File: src/rtl/sfll_hd_seq_lock.sv
// SFLL-HD output restore: a hardwired SECRET corrupts masked core outputs, a serially
// loaded key restores them. Two-stage datapath, key-load FSM and failed-commit lockout.
//
// state   | meaning
// EMPTY   | no usable key; commit here counts as a failure
// LOAD    | shifting key bits into the shadow register
// ARMED   | active key loaded, restore enabled
// LOCKOUT | too many failed commits; key interface dead until reset
module sfll_hd_seq_lock #(
    parameter int                    IN_W     = 24,
    parameter int                    NUM_OUT  = 7,
    parameter logic [NUM_OUT-1:0]    OUT_MASK = 7'b1000000,
    parameter logic [IN_W-1:0]       SECRET   = 24'h5A3C96,
    parameter int                    HD       = 0,
    parameter int                    MAX_FAIL = 3
) (
    input  logic               clk,
    input  logic               rst_n,
    input  logic               key_sin,
    input  logic               key_shift,
    input  logic               key_commit,
    input  logic               in_valid,
    input  logic [IN_W-1:0]    prot_in,
    input  logic [NUM_OUT-1:0] enc_out,
    output logic               out_valid,
    output logic [NUM_OUT-1:0] dout,
    output logic               key_ready,
    output logic               lock_err,
    output logic               lockout
);

    localparam int CW = $clog2(IN_W + 2);
    localparam int PW = $clog2(IN_W + 1);

    typedef enum logic [1:0] {EMPTY, LOAD, ARMED, LOCKOUT} state_t;

    state_t             state_q, state_d;
    logic [IN_W-1:0]    shadow_q, shadow_d;
    logic [IN_W-1:0]    active_q, active_d;
    logic [CW-1:0]      bit_cnt_q, bit_cnt_d;
    logic [3:0]         fail_cnt_q, fail_cnt_d;
    logic               key_ready_q, key_ready_d;
    logic               lock_err_q, lock_err_d;
    logic               lockout_q, lockout_d;

    logic               v1_q, v1_d;
    logic [IN_W-1:0]    p1_q, p1_d;
    logic [NUM_OUT-1:0] e1_q, e1_d;
    logic               out_valid_q, out_valid_d;
    logic [NUM_OUT-1:0] dout_q, dout_d;
    logic               flip, rest;

    function automatic logic [PW-1:0] popcnt(input logic [IN_W-1:0] v);
        logic [PW-1:0] c;
        c = '0;
        for (int i = 0; i < IN_W; i++) c = c + PW'(v[i]);
        return c;
    endfunction

    always_comb begin
        state_d     = state_q;
        shadow_d    = shadow_q;
        active_d    = active_q;
        bit_cnt_d   = bit_cnt_q;
        fail_cnt_d  = fail_cnt_q;
        key_ready_d = key_ready_q;
        lock_err_d  = lock_err_q;
        lockout_d   = lockout_q;
        if (state_q == LOCKOUT) begin
            key_ready_d = 1'b0;
            lockout_d   = 1'b1;
        end else if (key_shift) begin
            // a shift always wins over a same-cycle commit
            shadow_d    = {shadow_q[IN_W-2:0], key_sin};
            bit_cnt_d   = (bit_cnt_q == CW'(IN_W + 1)) ? bit_cnt_q : bit_cnt_q + 1'b1;
            key_ready_d = 1'b0;
            state_d     = LOAD;
        end else if (key_commit) begin
            if (bit_cnt_q == CW'(IN_W)) begin
                active_d    = shadow_q;
                bit_cnt_d   = '0;
                key_ready_d = 1'b1;
                state_d     = ARMED;
            end else if (state_q != ARMED) begin
                bit_cnt_d   = '0;
                lock_err_d  = 1'b1;
                fail_cnt_d  = fail_cnt_q + 1'b1;
                key_ready_d = 1'b0;
                if (fail_cnt_d == 4'(MAX_FAIL)) begin
                    state_d   = LOCKOUT;
                    lockout_d = 1'b1;
                end else begin
                    state_d = EMPTY;
                end
            end
        end
    end

    always_comb begin
        v1_d        = in_valid;
        p1_d        = prot_in;
        e1_d        = enc_out;
        // flip and restore cancel when the active key equals SECRET
        flip        = (popcnt(p1_q ^ SECRET) == PW'(HD));
        rest        = key_ready_q & (popcnt(p1_q ^ active_q) == PW'(HD));
        out_valid_d = v1_q;
        dout_d      = v1_q ? (e1_q ^ ({NUM_OUT{flip ^ rest}} & OUT_MASK)) : dout_q;
    end

    always_ff @(posedge clk or negedge rst_n) begin
        if (!rst_n) begin
            state_q     <= EMPTY;
            shadow_q    <= '0;
            active_q    <= '0;
            bit_cnt_q   <= '0;
            fail_cnt_q  <= '0;
            key_ready_q <= 1'b0;
            lock_err_q  <= 1'b0;
            lockout_q   <= 1'b0;
            v1_q        <= 1'b0;
            p1_q        <= '0;
            e1_q        <= '0;
            out_valid_q <= 1'b0;
            dout_q      <= '0;
        end else begin
            state_q     <= state_d;
            shadow_q    <= shadow_d;
            active_q    <= active_d;
            bit_cnt_q   <= bit_cnt_d;
            fail_cnt_q  <= fail_cnt_d;
            key_ready_q <= key_ready_d;
            lock_err_q  <= lock_err_d;
            lockout_q   <= lockout_d;
            v1_q        <= v1_d;
            p1_q        <= p1_d;
            e1_q        <= e1_d;
            out_valid_q <= out_valid_d;
            dout_q      <= dout_d;
        end
    end

    assign out_valid = out_valid_q;
    assign dout      = dout_q;
    assign key_ready = key_ready_q;
    assign lock_err  = lock_err_q;
    assign lockout   = lockout_q;

endmodule

File: config.mk
export PLATFORM = sky130hd
export DESIGN_NAME = sfll_hd_seq_lock
export DESIGN_NICKNAME = d
export VERILOG_FILES = /design/src/rtl/sfll_hd_seq_lock.sv
export SDC_FILE = /design/constraint.sdc
export NUM_CORES = 1
export LEC_CHECK = 0
export BUFFER_PORTS_ARGS = -buffer_cell sky130_fd_sc_hd__buf_2
export CAP_MARGIN = 20
export CORE_MARGIN = 2
export CORE_UTILIZATION = 50
export DETAILED_ROUTE_END_ITERATION = 10
export HOLD_SLACK_MARGIN = 0.06
export PLACE_DENSITY_LB_ADDON = 0.12
export SLEW_MARGIN = 10
export SYNTH_ARGS = -nofsm -noshare
export SYNTH_HDL_FRONTEND = slang
export SYNTH_SLANG_ARGS = --single-unit
export TNS_END_PERCENT = 5
File: constraint.sdc
create_clock -name clk -period 8 [get_ports clk]
set_input_delay 0.8 -clock clk [delete_from_list [all_inputs] [get_ports clk]]
set_output_delay 0.8 -clock clk [all_outputs]
set_load 0.03 [all_outputs]
==> Word level (Yosys, flattened, before mapping) <==
Index checks and enable logic that the tools add are counted.
{ "word_totals": {"rom_bits": 0, "regBits": 102, "word_cells": 114, "output_inout_bits": 11, "mem_count": 0, "ramBits": 0, "in_bits": 37, "latch_bits": 0} }
{ "classes": {"shift": 0, "n_eq_ne": 8, "reduce_logical": 16, "mul": 0, "div_mod_pow": 0, "bitwise": 8, "magnitude_cmp": 0, "muxes": 21, "addsub": 48} }
{ "ops": {"columns": ["operator", "count"], "rows": [
  ["adder 5 x 1 -> 5 bit", 38],
  ["two-way mux 5 bit", 5],
  ["bitwise XOR 24 bit", 1],
  ["inverter 12 bit", 1],
  ["two-way mux 1 bit", 11],
  ["adder 4 x 1 -> 5 bit", 2],
  ["== test 5 bit, second input constant", 2],
  ["zero test 5 bit", 2],
  ["two-way mux 2 bit", 5],
  ["AND reduction 5 bit", 2],
  ["adder 3 x 1 -> 4 bit", 2],
  ["AND reduction 4 bit", 2],
  ["nonzero test 2 bit", 4],
  ["bitwise XOR 7 bit", 1],
  ["adder 2 x 1 -> 3 bit", 2],
  ["!= test 2 bit, second input constant", 3],
  ["nonzero test 3 bit", 2],
  ["adder 5 x 1 -> 5 bit, second input constant", 1],
  ["adder 1 x 1 -> 2 bit", 2],
  ["adder 4 x 1 -> 4 bit, second input constant", 1],
  ["== test 4 x 2 -> 1 bit, second input constant", 1],
  ["AND reduction 2 bit", 2],
  ["nonzero test 4 bit", 1],
  ["inverter 1 bit", 3],
  ["other kinds (5)", 5]
]} }

==> Longest topological paths before layout <==
Gate-level depths: netlist (run 1).
{ "depth": {"word_depth": 28, "ltp_mapped": 17, "ltp_nobuf": 17} }

==> Worst setup path after synthesis (run 1) <==
No wires, ideal clock.
{ "synth_path": {"path_type": "flip-flop to flip-flop", "from": "reg p1_q[0]", "to": "reg dout_q[6], in the netlist dout[6]", "required_time_ns": 7.921, "t_arrival_ns": 4.673, "synth_period_minus_slack_ns": 4.752, "setup_ns": 0.079, "path_buffers": 0, "path_slack_ns": 3.248, "stages_incl_launch_ff": 15, "path_cell_list": "dfrtp_1 > xnor2_1 > fa_1 > fa_1 > fa_1 > fa_1 > fa_1 > inv_1 > ha_1 > fa_1 > nor4_1 > nand3b_1 > a21oi_1 > xnor3_1 > mux2i_1"} }
{ "synth_via": {"elab_chain_cells": 28, "word_cells_on_any_way": 52, "cone_classes": "46 x add/sub; 4 x bitwise; 2 x reduce/logical"} }
{ "synth_rtl": {"columns": ["element", "line_no", "text"], "rows": [
  ["start: declaration", "47", "logic [IN_W-1:0] p1_q, p1_d;"],
  ["start signal: assignment", "135", "p1_q <= p1_d;"],
  ["bitwise XOR 24 bit", "105", "rest = key_ready_q & (popcnt(p1_q ^ active_q) == PW'(HD));"],
  ["adder 1 x 1 -> 2 bit", "56", "for (int i = 0; i < IN_W; i++) c = c + PW'(v[i]);"],
  ["adder 2 x 1 -> 3 bit", "56", null],
  ["adder 3 x 1 -> 4 bit", "56", null],
  ["adder 4 x 1 -> 5 bit", "56", null],
  ["adder 5 x 1 -> 5 bit (19 in series)", "56", null],
  ["zero test 5 bit", "105", null],
  ["AND 1 bit", "105", null],
  ["bitwise XOR 1 bit *", "107", "dout_d = v1_q ? (e1_q ^ ({NUM_OUT{flip ^ rest}} & OUT_MASK)) : dout_q;"],
  ["bitwise XOR 7 bit *", "107", null],
  ["end signal: assignment", "138", "dout_q <= dout_d;"],
  ["end: declaration", "50", "logic [NUM_OUT-1:0] dout_q, dout_d;"]
]} }
Every way passes the cells marked *; elsewhere a longest branch is shown, timed or not.
A chain may end at the register's enable or synchronous reset.

==> Final worst setup path (run 1) <==
{ "layout_path": {"from": "reg active_q[5]", "to": "reg dout_q[6], in the netlist dout[6]"} }
{ "layout_via": {"elab_chain_cells": 24} }
{ "layout_rtl": {"columns": ["element", "line_no", "text"], "rows": [
  ["start: declaration", "39", "logic [IN_W-1:0] active_q, active_d;"],
  ["start signal: assignment", "128", "active_q <= active_d;"],
  ["bitwise XOR 24 bit", "105", null],
  ["adder 5 x 1 -> 5 bit (19 in series)", "56", null],
  ["zero test 5 bit", "105", null],
  ["AND 1 bit", "105", null],
  ["bitwise XOR 1 bit", "107", null],
  ["bitwise XOR 7 bit", "107", null]
]} }
No other way between the ends.

==> results.py, run 1 <==
metrics = {
    "grt": {
        "grt_util_all_layers_pct": 17.5,
        "antenna_found_initial": 0,
        "grt_start_max_net_pins": 72,
        "first_global_vias": 2872,
        "grt_pass1_wl_um": 14400,
        "overflow": 0,
    },
    "pwr": {
        "irDropWorstVdd_v": 0.0000979,
        "pwr-share-comb_pct": 33.8,
        "power_leakage_nw": 2.67,
        "p_sw_w": 0.000513,
        "seqPwrFrac_pct": 45.5,
        "p_int_w": 0.000980,
        "p_sw_share_pct": 34.4,
        "power_density_nw_per_um2": 271,
        "clkPwrFrac_pct": 20.7,
    },
    "synth": {
        "ys_warn_count": 0,
        "synthCells": 360,
        "synth.largest_area_cell": "dfrtp_1",
        "synth_edf_count": 0,
        "syn_nets": 448,
        "synth-seq-cells": 102,
        "synth-adder-area-share_pct": 17.9,
        "synth_xor_area_share_pct": 5.73,
        "synth_top_area_share_pct": 51.3,
        "synth_compound_area_share_pct": 3.04,
        "synthTopCellsByCount": "dfrtp_1, inv_1, mux2_2",
        "synthSimpleGateAreaFrac_pct": 4.30,
        "ys_top_cells_by_area": "dfrtp_1, fa_1, mux2_2",
        "synth_top_family_by_area": "adder cells",
        "seq_area_frac_synth_pct": 51.3,
        "synthArstFlopShare_pct": 100,
        "muxShareOfSynthArea_pct": 12.4,
        "synth_area_per_cell_um2": 13.8,
        "synthesis.area_um2": 4980,
        "synth.most_common_cell": "dfrtp_1",
        "synthFlopType": "dfrtp_1",
        "synth_cell_types": 41,
    },
    "hold_path": {
        "hold_class": "in -> async",
    },
    "flow_run": {
        "cap_violations": 0,
    },
    "setup_path": {
        "slowest_stage": "fa_1",
        "end_kind": "flop",
        "crit_type": "reg -> reg",
        "cp_top_family": "adder cells",
        "critPathRequiredTime_ns": 8.30,
        "path_buf_inv": 1,
        "crit_top_cell": "fa_1",
        "worst-r2r-cell-count": 14,
        "cp-start-kind": "flop",
        "critPathMaxStageDelay_ns": 0.55,
        "crit_fanout": 2,
        "path_depth": 14,
        "critPathArrivalTime_ns": 5.32,
        "worstPathCellList": "xnor2_1 -> fa_1 -> fa_1 -> fa_1 -> fa_1 -> fa_1 -> inv_1 -> ha_1 -> fa_1 -> nor4_1 -> nand3b_1 -> a21oi_1 -> xnor3_1 -> mux2i_1",
    },
    "timing": {
        "slew_viol_final": 0,
        "finalSetupTns_ns": 0,
        "rsz0062_at_grt": "false",
        "setup_viol": 0,
        "fin_crit_ns": 5.02,
        "relSlewSlack_pct": 41.3,
        "whs_ns": 0.349,
        "timing.fmax_mhz": 199,
        "finClkSkew_ns": 0.0119,
        "hold_violations": 0,
        "worstMarginPinSlew_ns": 0.880,
        "period_share_pct": 62.8,
    },
    "floorplan": {
        "num_rows": 36,
        "fp.dieArea_um2": 10800,
        "pin_count": 48,
        "core_area_um2": 9730,
        "die_x_um": 104,
        "start_util_pct": 51.2,
        "die_h_um": 104,
    },
    "routing": {
        "vias_per_cell": 4.86,
        "wire_per_inst_um": 15.2,
        "firstDrtPassIters": 4,
        "wl_um": 8350,
        "antenna_left": 0,
        "drt_iter0_markers": 96,
        "vias": 2669,
        "route.detailed.drc": 0,
    },
    "clock_tree": {
        "cts_setup_buffers": 0,
        "cts_tree": "built",
        "cts_resized": 0,
        "cts.sinks": 102,
        "htreeDepth": 3,
        "cts-hold-fix-buffers": 0,
        "clockRootBuffer": "clkbuf_8",
        "insertion_delay_ns": 0.37,
        "cts_inserted_buffers": 9,
        "cts.clk_slew.worst_paths_ns": 0.10,
        "clockBufferDepth": 2,
    },
    "finish": {
        "final_nets": 499,
        "n_antenna_cell": 0,
        "fill_cells": 876,
        "area_growth_pct": 10.8,
        "drive_above_1_share_pct": 30.3,
        "final_cells": 549,
    },
    "placement": {
        "dp.cells": 533,
        "port_buffers": 47,
        "place.gp.congestion": 0.871,
        "hpwlAfterDp_um": 6340,
    },
    "outcome": {
        "run_status": "completed",
    },
}
-- state kept, by name, summed over array words and instances, names as in the netlist --
signal	cells
active_q	24
lock_err	1
out_valid	1
out_valid_d	1
fail_cnt_q	4
p1_q	24
key_ready	1
dout	7
e1_q	7
shadow_q	24
lockout	1
bit_cnt_q	5
state_q	2
-- power groups by stage --
stage,sequential (W),clock [W],combinational [W]
3_5_place_dp,0.000691,0,0.000512
6_report,0.000680,0.000308,0.000505
5_1_grt,0.000694,0.000343,0.000593
2_1_floorplan,0.000673,0,0.000392
3_3_place_gp,0.000689,0,0.000492
4_1_cts,0.000681,0.000323,0.000515
-- path summary, 6_finish.rpt --
kind | slack [ns] | endpoint | startpoint
max | 2.98 | dout[6] | active_q[5]
min | 0.35 | shadow_q[3] | rst_n
max reg2reg | 2.98 | dout[6] | active_q[5]
min reg2reg | 0.48 | lock_err | lock_err
max in group asynchronous | 6.43 | bit_cnt_q[0] | rst_n
min in group clk | 0.48 | lock_err | lock_err
-- worst reg2reg max path, stage by stage, from the launching register on --
cell	delay, ns
dfrtp_1	0.40
xnor2_1	0.31
fa_1	0.46
fa_1	0.47
fa_1	0.52
fa_1	0.52
fa_1	0.55
inv_1	0.04
ha_1	0.23
fa_1	0.45
nor4_1	0.29
nand3b_1	0.11
a21oi_1	0.16
xnor3_1	0.32
mux2i_1	0.13
-- logic make-up after synthesis --
| logic type | count (synthesis) |
|---|---|
| AND/OR/NAND/NOR | 36 |
| adder cells (fa/ha/maj) | 51 |
| AO/OA/AOI/OAI | 24 |
| flip-flops | 102 |
| XOR/XNOR | 31 |
| multiplexers | 55 |
| buffers and inverters | 61 |
-- layer usage --
metal  up-vias  part of all wire (%)  track usage, %
li1       1267                     -               -
met1      1360                    48            24.2
met4         0                   1.8            6.66
met3        13                   2.4            4.22
met5         -                     0               0
met2        29                    48            27.0
-- layout make-up --
cell class | count | area (um2) | area share, %
repair buffers | 49 | 253 | 4.58
multi-input cells | 197 | 2160 | 39.2
inverters | 52 | 195 | 3.54
clock buffers | 10 | 138 | 2.49
flip-flops and latches | 102 | 2550 | 46.3
clock inverters | 6 | 50.0 | 0.907
well taps | 133 | 166 | 3.02
-- metrics by stage --
step | area (um2) | power (W) | util, % | setup slack [ns]
after global placement | 5330 | 0.00118 | 54.8 | 3.07
after global routing | 5520 | 0.00163 | 56.7 | 2.70
final | 5520 | 0.00149 | 56.7 | 2.98
after detailed placement | 5330 | 0.00120 | 54.8 | 2.97
after CTS | 5520 | 0.00152 | 56.7 | 2.97
after floorplan | 4980 | 0.00106 | - | 3.25
-- layout by cell type (no fill, tap or decap), drive strengths merged, types with 2 or more instances in the layout --
| master | netlist | routed |
|---|---|---|
| nor3 | 3 | 3 |
| buf | 8 | 49 |
| a211oi | 2 | 2 |
| o211ai | 3 | 3 |
| or2 | 2 | 2 |
| mux2 | 54 | 54 |
| xor2 | 4 | 4 |
| nand2b | 3 | 3 |
| nand4 | 2 | 2 |
| fa | 34 | 34 |
| nor2 | 4 | 4 |
| inv | 52 | 56 |
| nand3 | 2 | 2 |
| dfrtp | 102 | 102 |
| a21oi | 8 | 8 |
| xnor2 | 26 | 26 |
| o21ai | 8 | 8 |
| ha | 17 | 17 |
| nand2 | 9 | 9 |
| clkbuf | 1 | 10 |
| nor2b | 2 | 2 |
| and3 | 3 | 3 |
No activity file was read; power rests on OpenSTA's default activity.
==> run 2, diff against run 1 <==
==> constraint.sdc (replaced) <==
create_clock -name clk -period 4.7 [get_ports clk]
set_input_delay 0.47 -clock clk [delete_from_list [all_inputs] [get_ports clk]]
set_output_delay 0.47 -clock clk [all_outputs]
set_load 0.03 [all_outputs]
==> run 2 against run 1 <==
Compared with the run above:
- the flow now finishes with violations (setup timing)
- maximum frequency increased by 3.4%
- clock skew increased by 0.0022 ns
- sequential power increased by 69%
- critical path type unchanged
- clock-buffer cell count decreased by 1
- total power increased by 77%
- cell area increased by 3.0%
- register-to-register slack got worse by 3.1 ns
- largest cell class unchanged
- via count increased by 1.7%
- first-iteration DRC count decreased by 14%
- worst hold slack got worse by 0.16 ns
==> results.py, run 2 (synthesized netlist as in run 1, its figures left out) <==
metrics = {
    "outcome": {
        "run_status": "finished, violations left",
        "violations": "setup timing",
    },
    "setup_path": {
        "crit_fanout": 2,
        "regToRegStartpoint": "p1_q[0]",
        "critPathRequiredTime_ns": 5.00,
        "critPathArrivalTime_ns": 5.16,
        "r2r_end": "dout[6]",
        "crit_type": "reg -> reg",
        "rrSetupSlack_ns": -0.16,
        "worst-r2r-cell-count": 15,
        "end_kind": "flop",
        "cp-start-kind": "flop",
    },
    "grt": {
        "grt_util_all_layers_pct": 18.2,
        "grt_pass1_wl_um": 14900,
        "antenna_found_initial": 0,
        "grt_start_max_net_pins": 70,
        "first_global_vias": 2941,
        "overflow": 0,
    },
    "finish": {
        "final_nets": 508,
        "mostFrequentLayoutCells": "dfrtp_1, mux2_2, inv_1",
        "drive_above_1_share_pct": 34.8,
        "fill_cells": 844,
        "multiInputGateArea_um2": 2220,
        "regArea_um2": 2550,
        "area_growth_pct": 14.1,
        "layout_commonest_cell": "dfrtp_1",
        "n_antenna_cell": 0,
        "final_area_um2": 5680,
        "reg_top3": "active_q: 24 flops, p1_q: 24 flops, shadow_q: 24 flops",
    },
    "floorplan": {
        "die_h_um": 104,
        "core_area_um2": 9730,
        "pin_count": 48,
        "fp.dieArea_um2": 10800,
        "start_util_pct": 51.2,
        "die_x_um": 104,
        "num_rows": 36,
    },
    "pwr": {
        "power_leakage_nw": 2.76,
        "irDropWorstVdd_v": 0.000229,
        "power_density_nw_per_um2": 466,
    },
    "clock_tree": {
        "cts_tree": "built",
        "cts-hold-fix-buffers": 0,
        "insertion_delay_ns": 0.37,
        "cts.sinks": 102,
        "clockRootBuffer": "clkbuf_8",
        "cts.clk_slew.worst_paths_ns": 0.11,
        "cts_inserted_buffers": 9,
        "htreeDepth": 3,
        "clockBufferDepth": 2,
    },
    "routing": {
        "wl_um": 8570,
        "wire_per_inst_um": 15.4,
        "vias": 2715,
        "drt_iter0_markers": 83,
        "firstDrtPassIters": 4,
        "vias_per_cell": 4.87,
        "antenna_left": 0,
        "route.detailed.drc": 0,
    },
    "placement": {
        "port_buffers": 47,
        "placed_area_um2": 5380,
        "hpwlAfterDp_um": 6500,
        "place.gp.congestion": 0.837,
    },
    "timing": {
        "fin_crit_ns": 4.86,
        "finClkSkew_ns": 0.0141,
        "relSlewSlack_pct": 42.0,
        "whs_ns": 0.189,
        "setup_viol": 1,
        "worstMarginPinSlew_ns": 0.871,
        "period_share_pct": 103,
        "rsz0062_at_grt": "true",
        "slew_viol_final": 0,
        "timing.fmax_mhz": 206,
        "hold_violations": 0,
        "finalWorstSetupSlack_ns": -0.157,
    },
    "hold_path": {
        "hold_class": "in -> async",
    },
    "flow_run": {
        "cap_violations": 0,
    },
}
==> run 2: changes by cell type in the layout (fill, tap and decap cells not counted), moves of 2 or more <==
cell      before  now
inv_2          0    2
xnor2_1       26   19
inv_1         52   50
xnor2_2        0    7
clkinv_8       0    2
dfrtp_1      102  100
dfrtp_2        0    2
buf_4          3   12
==> run 2: worst max-delay path by stage <==
stage	from	to	slack, ns	cells past startpoint
after floorplan	active_q[19]	dout[6]	0.002	14
after detailed placement	p1_q[19]	dout[6]	-0.24	14
after global routing	p1_q[17]	dout[6]	-0.34	14
after CTS	active_q[3]	dout[6]	-0.16	14
final	p1_q[0]	dout[6]	-0.16	15
after global placement	p1_q[19]	dout[6]	-0.19	14
==> run 2: metal layers <==
layer	GRT usage [%]	routed length, um
met1	25.7	4060
met3	5.16	333
met2	28.2	4070
met5	0	0
met4	4.63	97
==> run 2: metrics by stage <==
step / TNS, ns / util [%] / total power (W) / std cells / setup slack, ns
after floorplan: 0 / - / 0.00182 / 360 / 0.00234
after global placement: -0.187 / 55.3 / 0.00201 / 539 / -0.187
after detailed placement: -0.242 / 55.3 / 0.00207 / 539 / -0.242
after CTS: -0.163 / 58.2 / 0.00268 / 557 / -0.163
after global routing: -0.341 / 58.4 / 0.00288 / 558 / -0.341
final: -0.157 / 58.4 / 0.00265 / 558 / -0.157
==> run 2: power by group <==
| group | internal (W) | total [W] | switching, W |
|---|---|---|---|
| Sequential | 0.00103 | 0.00115 | 0.000126 |
| Combinational | 0.000440 | 0.000894 | 0.000454 |
| Clock | 0.000263 | 0.000598 | 0.000336 |
==> run 2: cell type report <==
cell class              instances  area share [%]
clock inverters                 7            1.74
flip-flops and latches        102            45.0
clock buffers                   9            2.18
repair buffers                 58            5.64
well taps                     133            2.93
inverters                      52            3.44
multi-input cells             197            39.1
==> run 2: worst max-delay path, cell delays in order, from the launching register on <==
cell	delay [ns]
dfrtp_1	0.41
buf_4	0.15
xnor2_2	0.13
fa_1	0.52
fa_1	0.45
fa_1	0.56
fa_1	0.44
fa_1	0.54
inv_1	0.05
ha_1	0.22
fa_1	0.44
nor4_1	0.18
nand3b_1	0.13
a21oi_2	0.14
xnor3_1	0.32
mux2i_1	0.14
==> run 2: what timing repair did <==
action                                  CTS  global route
gates cloned                              0             0
gates resized for setup                   7             5
hold endpoints to repair                  0             0
pin swaps                                 6             2
buffers inserted                          2             1
endpoints found under the setup margin    1             1
==> run 3, diff against run 2 <==
--- a/config.mk
+++ b/config.mk
@@ -5,6 +5,7 @@
 export SDC_FILE = /design/constraint.sdc
 export NUM_CORES = 1
 export LEC_CHECK = 0
+export ABC_AREA = 1
 export BUFFER_PORTS_ARGS = -buffer_cell sky130_fd_sc_hd__buf_2
 export CAP_MARGIN = 20
 export CORE_MARGIN = 2
==> constraint.sdc (replaced) <==
create_clock -name clk -period 4.3 [get_ports clk]
set_input_delay 0.43 -clock clk [delete_from_list [all_inputs] [get_ports clk]]
set_output_delay 0.43 -clock clk [all_outputs]
set_load 0.03 [all_outputs]
==> run 3 against run 2 <==
Compared with the run above:
- the flow still finishes with violations (setup timing)
- sequential power rose by 7%
- wire length rose by 5.7%
- synthesized cell count rose by 34%
- worst setup slack got worse by 0.00066 ns
- clock skew fell by 0.0036 ns
- cell area barely moved
- cell count rose by 22%
- largest cell class unchanged
- total power rose by 25%
- non-clock buffer count did not move
- global-route usage rose by 0.55 points
- utilization barely moved
- sequential share of layout area barely moved
==> results.py, run 3 <==
metrics = {
    "outcome": {
        "run_status": "finished, violations left",
        "violations": "setup timing",
    },
    "floorplan": {
        "start_util_pct": 51.4,
        "die_h_um": 104,
        "pin_count": 48,
        "die_x_um": 104,
        "core_area_um2": 9730,
        "num_rows": 36,
        "fp.dieArea_um2": 10800,
    },
    "routing": {
        "wl_um": 9050,
        "firstDrtPassIters": 4,
        "antenna_left": 0,
        "wire_per_inst_um": 13.4,
        "vias_per_cell": 4.65,
        "route.detailed.drc": 0,
        "vias": 3153,
        "drt_iter0_markers": 119,
    },
    "synth": {
        "synthTopCellsByCount": "nand2_1, dfrtp_1, inv_1",
        "synthArstFlopShare_pct": 100,
        "ys_warn_count": 0,
        "synth_cell_types": 25,
        "syn_nets": 571,
        "synth-seq-cells": 102,
        "seq_area_frac_synth_pct": 51.0,
        "synthesis.area_um2": 5000,
        "synth.largest_area_cell": "dfrtp_1",
        "synth_top_area_share_pct": 51.0,
        "synthCells": 483,
        "synth_area_per_cell_um2": 10.4,
        "ys_top_cells_by_area": "dfrtp_1, fa_1, nand2_1",
        "synth.most_common_cell": "nand2_1",
        "synthFlopType": "dfrtp_1",
        "synth_edf_count": 0,
    },
    "setup_path": {
        "slowest_stage": "fa_1",
        "end_kind": "flop",
        "crit_end": "dout[6]",
        "worst-r2r-cell-count": 21,
        "regToRegStartpoint": "p1_q[23]",
        "cp-startpoint": "p1_q[23]",
        "critPathArrivalTime_ns": 4.73,
        "crit_type": "reg -> reg",
        "worstPathCellList": "inv_2 -> fa_1 -> inv_1 -> fa_1 -> inv_1 -> fa_1 -> inv_1 -> fa_1 -> inv_1 -> fa_1 -> inv_1 -> ha_2 -> fa_1 -> nor2_1 -> nand2_1 -> nor2_2 -> nand3_1 -> nand2_1 -> nand2_1 -> nand3_1 -> nand2_1",
        "crit_fanout": 2,
        "cp-start-kind": "flop",
        "critPathRequiredTime_ns": 4.57,
        "critPathMaxStageDelay_ns": 0.55,
        "crit_top_cell": "fa_1",
        "r2r_end": "dout[6]",
        "rrSetupSlack_ns": -0.16,
    },
    "finish": {
        "area_growth_pct": 13.5,
        "final_area_um2": 5680,
        "fill_cells": 895,
        "multiInputGateArea_um2": 2100,
        "n_antenna_cell": 0,
        "regArea_um2": 2550,
        "layout_commonest_cell": "nand2_1",
        "final_nets": 628,
        "reg_top3": "active_q: 24 flops, p1_q: 24 flops, shadow_q: 24 flops",
        "mostFrequentLayoutCells": "nand2_1, dfrtp_1, inv_1",
        "drive_above_1_share_pct": 18.2,
    },
    "pwr": {
        "power.total_w": 0.00332,
        "irDropWorstVdd_v": 0.000409,
        "power_leakage_nw": 2.84,
        "power_density_nw_per_um2": 584,
    },
    "timing": {
        "whs_ns": 0.143,
        "timing.fmax_mhz": 224,
        "slew_viol_final": 0,
        "worstMarginPinSlew_ns": 0.915,
        "period_share_pct": 104,
        "fin_crit_ns": 4.46,
        "hold_violations": 0,
        "setup_viol": 1,
        "rsz0062_at_grt": "true",
        "relSlewSlack_pct": 38.8,
        "finalWorstSetupSlack_ns": -0.157,
        "finClkSkew_ns": 0.0105,
    },
    "clock_tree": {
        "cts_tree": "built",
        "clockBufferDepth": 2,
        "clockRootBuffer": "clkbuf_8",
        "insertion_delay_ns": 0.38,
        "htreeDepth": 3,
        "cts-hold-fix-buffers": 0,
        "cts.clk_slew.worst_paths_ns": 0.09,
        "cts.sinks": 102,
        "cts_inserted_buffers": 9,
    },
    "placement": {
        "placed_area_um2": 5400,
        "pre_cts_ws_ns": -0.253,
        "place.gp.congestion": 0.836,
        "hpwlAfterDp_um": 6650,
        "port_buffers": 47,
    },
    "grt": {
        "grt_pass1_wl_um": 15800,
        "grt_util_all_layers_pct": 18.8,
        "antenna_found_initial": 0,
        "first_global_vias": 3198,
        "grt_start_max_net_pins": 68,
        "overflow": 0,
    },
    "hold_path": {
        "hold_class": "in -> async",
    },
    "flow_run": {
        "cap_violations": 0,
    },
}
-- run 3: cells by family after synthesis --
family / Yosys count / share of synthesized area [%]
flops: 102 / 51.0
simple gates: 144 / 11.9
fa+ha+maj: 51 / 17.8
buf+inv: 99 / 8.03
xor+xnor: 27 / 4.73
compound gates: 60 / 6.52
-- run 3: final cells by class --
type,instances,share of cell area (%)
clock inverter,5,1.01
tap,133,2.93
inverter,87,5.75
sequential,102,45.0
clock buffer,11,2.67
timing repair buffer,58,5.64
multi-input combinational,282,37.0
-- run 3: critical path, delay by kind of cell, from the launching register on --
family        cells  cell delay, ns
simple gates      8            0.61
flops             1            0.38
fa+ha+maj         7            3.08
buf+inv           6            0.31
-- run 3: how the worst min path moves through the flow --
stage	cells past startpoint	slack, ns	endpoint	start
global route	1	0.12	p1_q[21]	prot_in[21]
finish	1	0.14	shadow_q[18]	rst_n
CTS	1	0.13	p1_q[11]	prot_in[11]
global placement	2	0.43	dout[2]	e1_q[2]
detailed placement	2	0.44	dout[3]	e1_q[3]
floorplan	0	0.13	active_q[0]	rst_n
-- run 3: layer usage --
metal / global-route usage (%) / share of wire, %
met1: 26.1 / 48
met2: 29.3 / 48
met3: 5.26 / 3.1
met4: 5.12 / 1.0
met5: 0 / 0
-- run 3: metrics by stage --
| step | TNS (ns) | utilization (%) | cells |
|---|---|---|---|
| 4_1_cts | -0.208 | 58.1 | 677 |
| 2_1_floorplan | 0 | - | 483 |
| 5_1_grt | -0.417 | 58.4 | 678 |
| 6_report | -0.157 | 58.4 | 678 |
| 3_5_place_dp | -0.253 | 55.5 | 659 |
| 3_3_place_gp | -0.198 | 55.5 | 659 |
-- run 3: power breakdown --
part / internal (W) / switching, W / total [W] / leakage [nW]
Sequential: 0.00112 / 0.000114 / 0.00123 / 1.26
Combinational: 0.000638 / 0.000819 / 0.00146 / 1.48
Clock: 0.000301 / 0.000326 / 0.000627 / 0.109
-- run 3: timing repair --
item | CTS | global route
hold endpoints to repair | 0 | 0
pin swaps | 16 | 2
buffers inserted | 2 | 1
setup endpoints to repair | 1 | 1
cloned | 0 | 0
gates resized for setup | 6 | 3
